--- src/rtl/parity_pkg.sv ---
// parity_pkg: parity-state and link-health encodings shared by the checker and monitor stages.
package parity_pkg;

    localparam logic PAR_EVEN = 1'b0;
    localparam logic PAR_ODD  = 1'b1;

    typedef enum logic [1:0] {
        ST_GOOD    = 2'd0,
        ST_SUSPECT = 2'd1,
        ST_ALARM   = 2'd2
    } link_st_e;

endpackage

--- src/rtl/sat_counter.sv ---
// sat_counter: up-counter that stops at MAX, with synchronous reset and clear.
module sat_counter #(
    parameter int           W   = 16,
    parameter logic [W-1:0] MAX = '1
) (
    input  logic         clk,
    input  logic         rst,
    input  logic         clr,
    input  logic         inc,
    output logic [W-1:0] q
);

    logic [W-1:0] r_q;

    always_ff @(posedge clk) begin
        if (rst || clr)
            r_q <= '0;
        else if (inc && r_q != MAX)
            r_q <= r_q + 1'b1;
    end

    assign q = r_q;

endmodule

--- src/rtl/parity_err_monitor.sv ---
// parity_err_monitor: frame/error statistics, error-run tracking and link-health FSM
// fed by the registered result of the parity checker.
module parity_err_monitor
    import parity_pkg::*;
#(
    parameter int CNT_W          = 16,
    parameter int ERR_THRESH     = 3,
    parameter int RECOVER_THRESH = 4,
    parameter int RUN_W          = 4
) (
    input  logic             clk,
    input  logic             rst,
    input  logic             res_valid,
    input  logic             parity_ok,
    input  logic             clr,
    output logic [CNT_W-1:0] frame_cnt,
    output logic [CNT_W-1:0] err_cnt,
    output logic [RUN_W-1:0] err_run,
    output logic [1:0]       link_state,
    output logic             alarm,
    output logic             err_pulse
);

    logic             w_acc;
    logic             w_bad;
    logic             w_good;
    logic             w_err_hit;
    logic             w_good_hit;
    logic [RUN_W-1:0] w_good_run;
    link_st_e         r_state;
    link_st_e         w_nxt;
    logic             r_alarm;
    logic             r_err_pulse;

    // a result coinciding with clr is discarded
    assign w_acc  = res_valid && !clr;
    assign w_bad  = w_acc && !parity_ok;
    assign w_good = w_acc && parity_ok;

    sat_counter #(.W(CNT_W)) u_frame (
        .clk(clk), .rst(rst), .clr(clr), .inc(w_acc), .q(frame_cnt)
    );

    sat_counter #(.W(CNT_W)) u_err (
        .clk(clk), .rst(rst), .clr(clr), .inc(w_bad), .q(err_cnt)
    );

    sat_counter #(.W(RUN_W), .MAX(RUN_W'(ERR_THRESH))) u_err_run (
        .clk(clk), .rst(rst), .clr(clr || w_good), .inc(w_bad), .q(err_run)
    );

    sat_counter #(.W(RUN_W), .MAX(RUN_W'(RECOVER_THRESH))) u_good_run (
        .clk(clk), .rst(rst), .clr(clr || w_bad), .inc(w_good), .q(w_good_run)
    );

    // thresholds judged on the run lengths as they will be after this accept
    assign w_err_hit  = w_bad && err_run >= RUN_W'(ERR_THRESH - 1);
    assign w_good_hit = w_good && w_good_run >= RUN_W'(RECOVER_THRESH - 1);

    always_comb begin
        w_nxt = r_state;
        case (r_state)
            ST_GOOD:    w_nxt = w_bad ? ST_SUSPECT : ST_GOOD;
            ST_SUSPECT: w_nxt = w_err_hit ? ST_ALARM : (w_good ? ST_GOOD : ST_SUSPECT);
            ST_ALARM:   w_nxt = w_good_hit ? ST_GOOD : ST_ALARM;
            default:    w_nxt = ST_GOOD;
        endcase
    end

    always_ff @(posedge clk) begin
        if (rst || clr) begin
            r_state     <= ST_GOOD;
            r_alarm     <= 1'b0;
            r_err_pulse <= 1'b0;
        end else begin
            r_state     <= w_nxt;
            r_alarm     <= w_nxt == ST_ALARM;
            r_err_pulse <= w_bad;
        end
    end

    assign link_state = r_state;
    assign alarm      = r_alarm;
    assign err_pulse  = r_err_pulse;

endmodule

--- config.mk ---
export PLATFORM = sky130hd
export DESIGN_NAME = parity_err_monitor
export DESIGN_NICKNAME = d
export VERILOG_FILES = /design/src/rtl/parity_pkg.sv /design/src/rtl/sat_counter.sv /design/src/rtl/parity_err_monitor.sv
export SDC_FILE = /design/constraint.sdc
export NUM_CORES = 1
export LEC_CHECK = 0
export CAP_MARGIN = 20
export CORE_MARGIN = 2
export CORE_UTILIZATION = 54
export DETAILED_ROUTE_END_ITERATION = 16
export GPL_TIMING_DRIVEN = 1
export PLACE_DENSITY = 0.84
export SETUP_SLACK_MARGIN = 0.15
export SKIP_LAST_GASP = 1
export SLEW_MARGIN = 25
export SYNTH_ARGS = -nofsm -noshare
export SYNTH_HDL_FRONTEND = slang
export SYNTH_SLANG_ARGS = --single-unit
--- constraint.sdc ---
create_clock -name clk -period 6 [get_ports clk]
set_input_delay 0.6 -clock clk [delete_from_list [all_inputs] [get_ports clk]]
set_output_delay 0.6 -clock clk [all_outputs]
set_load 0.05 [all_outputs]
# Yosys cells after proc, flatten, opt, wreduce, memory -nomap -nowiden
# Cells that the tools add are included.
dict set report classes {
  n_addsub 4
  magnitude_cmp 2
  eq_ne 7
  mux 5
  n_reduce_logical 17
}
# op n
set op_table {}
lappend op_table {{adder 16 x 1 -> 16 bit (second input constant)} 2}
lappend op_table {{!= test 16 bit (second input constant)} 2}
lappend op_table {{logical AND 1 bit} 9}
lappend op_table {{adder 4 x 1 -> 4 bit (second input constant)} 2}
lappend op_table {{>= comparator 4 x 2 -> 1 bit (second input constant)} 2}
lappend op_table {{one-hot mux 2 bit (3 select lines)} 1}
lappend op_table {{logical OR 1 bit} 5}
lappend op_table {{== test 2 bit (second input constant)} 2}
lappend op_table {{two-way mux 2 bit} 2}
lappend op_table {{!= test 4 x 2 -> 1 bit (second input constant)} 1}
lappend op_table {{!= test 4 x 3 -> 1 bit (second input constant)} 1}
lappend op_table {{== test 2 x 1 -> 1 bit (second input constant)} 1}
lappend op_table {{logical NOT 1 bit} 2}
lappend op_table {{logical NOT 2 bit} 1}
lappend op_table {{two-way mux 1 bit} 2}
dict set report word_totals {
  register_bits 44
  inputBits 5
  wordCells 42
}

# Longest topological paths before layout
dict set report depth {
  depth_word 7
  mapped_depth 6
  ltp_nobuf 6
}

# Modules after synthesis
# From an unflattened synthesis, not the netlist that was laid out.
dict set report hier_totals {
  cells_unflattened 259
  area_unflattened_um2 2318.5
}
# mod n_inst cells_per_inst area_each_um2 seq_area_each_um2
set by_module_without_submodules {}
lappend by_module_without_submodules {{sat_counter (u_err ...)} 2 95 847.1 320.3}
lappend by_module_without_submodules {{sat_counter (u_good_run)} 1 27 220.2 80.1}
lappend by_module_without_submodules {parity_err_monitor 1 21 209.0 80.1}
lappend by_module_without_submodules {{sat_counter (u_err_run)} 1 21 195.2 80.1}

# Worst setup path before layout
# OpenSTA, ideal clock, no wires.
dict set report synth_path {
  path_kind {register -> register}
  start {register u_frame.r_q[0] (netlist: u_frame.q[0])}
  end {register u_frame.r_q[0] (netlist: u_frame.q[0])}
  arrival_ns 2.242
  required_ns 5.872
  setup_slack_ns 3.630
  path_stages_with_launch 7
  synth_period_minus_slack_ns 2.370
  cell_sequence {dfxtp_1 ha_1 nand4_1 o41ai_1 clkbuf_1 xor2_1 nor2_1}
}
dict set report synth_between {
  elab_chain_cells 2
  word_cells_on_any_way 3
  cone_classes {1 x add/sub; 1 x eq/ne; 1 x reduce/logical}
}
# item line_no
set synth_lines {}
lappend synth_lines {{from (decl)} sat_counter.sv:13} ;# logic [W-1:0] r_q;
lappend synth_lines {{from (signal assigned)} sat_counter.sv:19} ;# r_q <= r_q + 1'b1;
lappend synth_lines {{parallel branches: the longest is 2 deep, another holds adder 16 x 1 -> 16 bit} -}
# Several ways; the timed one is not identified.
# A chain may end at the register's enable or synchronous reset.

# Worst setup path in the final report
dict set report layout_path {
  start {input port clr}
  end {register u_err.r_q[15] (netlist: u_err.q[15])}
}
dict set report layout_between {
  elab_chain_cells 4
  word_cells_on_any_way 5
  cone_classes {5 x reduce/logical}
}
# item line_no
set layout_lines {}
lappend layout_lines {{from (decl)} parity_err_monitor.sv:15} ;# input logic clr,
lappend layout_lines {{logical NOT 1 bit} parity_err_monitor.sv:36} ;# assign w_acc = res_valid && !clr;
lappend layout_lines {{logical AND 1 bit} parity_err_monitor.sv:36}
lappend layout_lines {{logical AND 1 bit} parity_err_monitor.sv:37} ;# assign w_bad = w_acc && !parity_ok;
lappend layout_lines {{logical AND 1 bit} sat_counter.sv:18} ;# else if (inc && r_q != MAX)
lappend layout_lines {{to (signal assigned)} sat_counter.sv:19}
lappend layout_lines {{to (decl)} sat_counter.sv:13}
# Several ways; a longest one is shown, not always the timed one.

==> run summary <==
Grt met2 use: 0.365
Clock Power Share: 0.338
Largest net degree at the start of global routing: 30
Final Setup Violations: 0
Cell Rows: 22
Routability cong.: 0.812
DRC Markers: 0
Switching power total: 110 µW
Initial Util: 0.573
Tcrit/Tclk final: 0.466
Placed Instance Area: 2630 µm²
Layout Cells excl Fill: 342
Avg Inst Size Synth: 8.49 µm²
Fin crit period: 2800 ps
GRT overflow: 0
Synth cell types: 39
Placed cell count: 337
Multi-input gate area: 1220 µm²
Worst-path clk slew: 80 ps
Seq. cell area: 881 µm²
Startpoint Class: input port
WL final: 4850 µm
Synth Area in Compound Gates: 0.169
Post-Syn Area: 2130 µm²
Setup WS post-layout: 3200 ps
Max Fanout on Critical Path: 11
I/O pin total: 45
Reg power frac: 0.605
Leak: 0.000880 µW
Die X: 66.8 µm
Fill count: 313
Crit path to: u_err.q[15]
Synth area leaders: dfxtp_1 41%, a21oi_1 4.9%, or3_1 4.1%
DR WL/cell: 14.2 µm
Yosys warning count: 0
RR Startpoint: u_err.q[0]
Status: finished clean
Vias in the first global route: 1,778
Worst R2R Path Depth: 5
Top Usage Layer GRT: met2
Initial antenna violation count: 0
First-pass DRT Iterations: 4
Cell internal pwr: 377 µW
Prevailing post-synth register cell: dfxtp_1
Slew margin rel.: 0.468
Hold slack final: 496 ps
Met1 usage: 0.319
Gr usage total: 0.236
Syn_nets: 262
Hold buffers post-CTS: 0
Clock Path Buffers: 2
PwrDens: 180 nW/µm²
Htree depth: 2
Gate Count Post-Synth: 251
Final Slew Violations: 0
Initial DRC count: 217
Number of max-cap violations: 0
TritonCTS Sinks: 44
Setup TNS: 0 ps
Post-synth EDFFs: 0
Die Area: 4460 µm²
Worst hold path type: reg2reg
Met3 Resource Use GR: 0.0557
Ant diodes: 0
Layout cell share with drive strength beyond 1: 0.0374
Net Sw Frac: 0.225
Post-Synth Adder-Cell Area: 0.0352
Synthesis-to-layout area growth: 26.7%
Post-Synth Simple-Gate Area: 0.298
RR Endpoint: u_err.q[1]
Die Span Y: 66.8 µm
I/O Buffers: 44
Layout Skew: 5.50 ps
Global-route wire length before repair: 8070 µm
Drt via density: 6.08
Later-pin clock latency in the skew report: 290 ps
RSZ-0062 raised after global routing: false
CP startpoint: clr
Post-synthesis async set-or-reset flop share: 0
Routed Antenna Nets: 0
Endpoints failing hold: 0
Mux contribution to synthesized area: 0.0282
CORE AREA: 3720 µm²
Synth top area share: 0.413
XOR/XNOR Fraction of Synth Area: 0.0329
Crit path required time: 6210 ps
Pre-CTS WS: 2940 ps
CTS Buf Count: 5
Dpl hpwl: 3390 µm
Synth area leader: dfxtp_1
Nets: 307
Flop2flop setup slack: 3910 ps
Most instantiated cells after synthesis: 44 x dfxtp_1, 22 x nor2_1, 21 x a21oi_1
Clk root buf: clkbuf_8
Slew @ Worst Pin: 795 ps
Cell with the most instances after synthesis: dfxtp_1
Post-CTS setup buffer count: 0
Critical path data arrival time: 3010 ps
# resized after CTS: 0
Crit. End Element: register
CTS tree: done
Register area share after synthesis: 0.413
#FFs+latches synth: 44
Combinational power share: 0.057
Achievable Freq: 357 MHz
Largest family of logic cells by synthesized area: simple AND/OR/NAND/NOR gates
Crit path kind: in2reg
Design area: 2700 µm²
DR vias: 2,078
VDD IR-drop max: 169 µV
power groups by stage:
stage / clock network [µW] / registers, µW / logic (µW)
floorplan: 0 / 305 / 13.6
global placement: 0 / 301 / 26.6
detailed placement: 0 / 301 / 27.3
CTS: 170 / 294 / 27.6
global route: 179 / 295 / 30.3
finish: 165 / 295 / 27.5
final cells by class:
type	instances	share of cell area
sequential	44	0.326
multi-input combinational	194	0.452
tap	48	0.0223
clock buffer	5	0.0255
timing repair buffer	45	0.166
inverter	6	0.00834
metrics by stage:
stage / power (µW) / util
floorplan: 318 / -
global placement: 328 / 0.705
detailed placement: 329 / 0.708
CTS: 492 / 0.726
global route: 504 / 0.726
finish: 487 / 0.726
cell usage in the layout, fill, tap and decap left out, types with 12 or more instances in the layout:
cell type,count
a21oi_1,21
nand4_1,12
dfxtp_1,44
o21ai_0,13
or3_1,14
nor2_1,22
nand2_1,18
clkdlybuf4s50_1,44
nand3_1,14
cells by family (layout without fill, tap and decap cells):
kind of cell / count (synthesis) / after routing
AO/OA/AOI/OAI: 58 / 58
flip-flops: 44 / 44
XOR/XNOR: 8 / 8
buffers and inverters: 13 / 56
multiplexers: 6 / 6
AND/OR/NAND/NOR: 116 / 116
adder cells (fa/ha/maj): 6 / 6
registers in the layout, summed over array words and instances (netlist names):
signal and cells:
u_frame.q 16, alarm 1, u_err_run.q 4, u_good_run.q 4
link_state 2, u_err.q 16, err_pulse 1
worst min-delay path by stage:
stage / from / endpoint / slack, ps / cells after the start
3_5_place_dp: u_frame.q[15] / u_frame.q[15] / 480 / 2
2_1_floorplan: u_good_run.q[3] / u_good_run.q[3] / 490 / 2
5_1_grt: u_frame.q[15] / u_frame.q[15] / 510 / 2
4_1_cts: u_frame.q[15] / u_frame.q[15] / 490 / 2
3_3_place_gp: u_frame.q[15] / u_frame.q[15] / 470 / 2
6_report: u_frame.q[15] / u_frame.q[15] / 500 / 2
layer usage:
metal / vias up / share of wire
li1: 1039 / -
met1: 986 / 0.49
met2: 44 / 0.45
met3: 9 / 0.040
met4: 0 / 0.014
met5: - / 0
critical path, cell delays in order:
cell and delay (ps):
clkdlybuf4s50_1 550, or3b_1 590, or4_4 620, or4_1 490, a21oi_1 160
(Power assumes the default switching activity.)
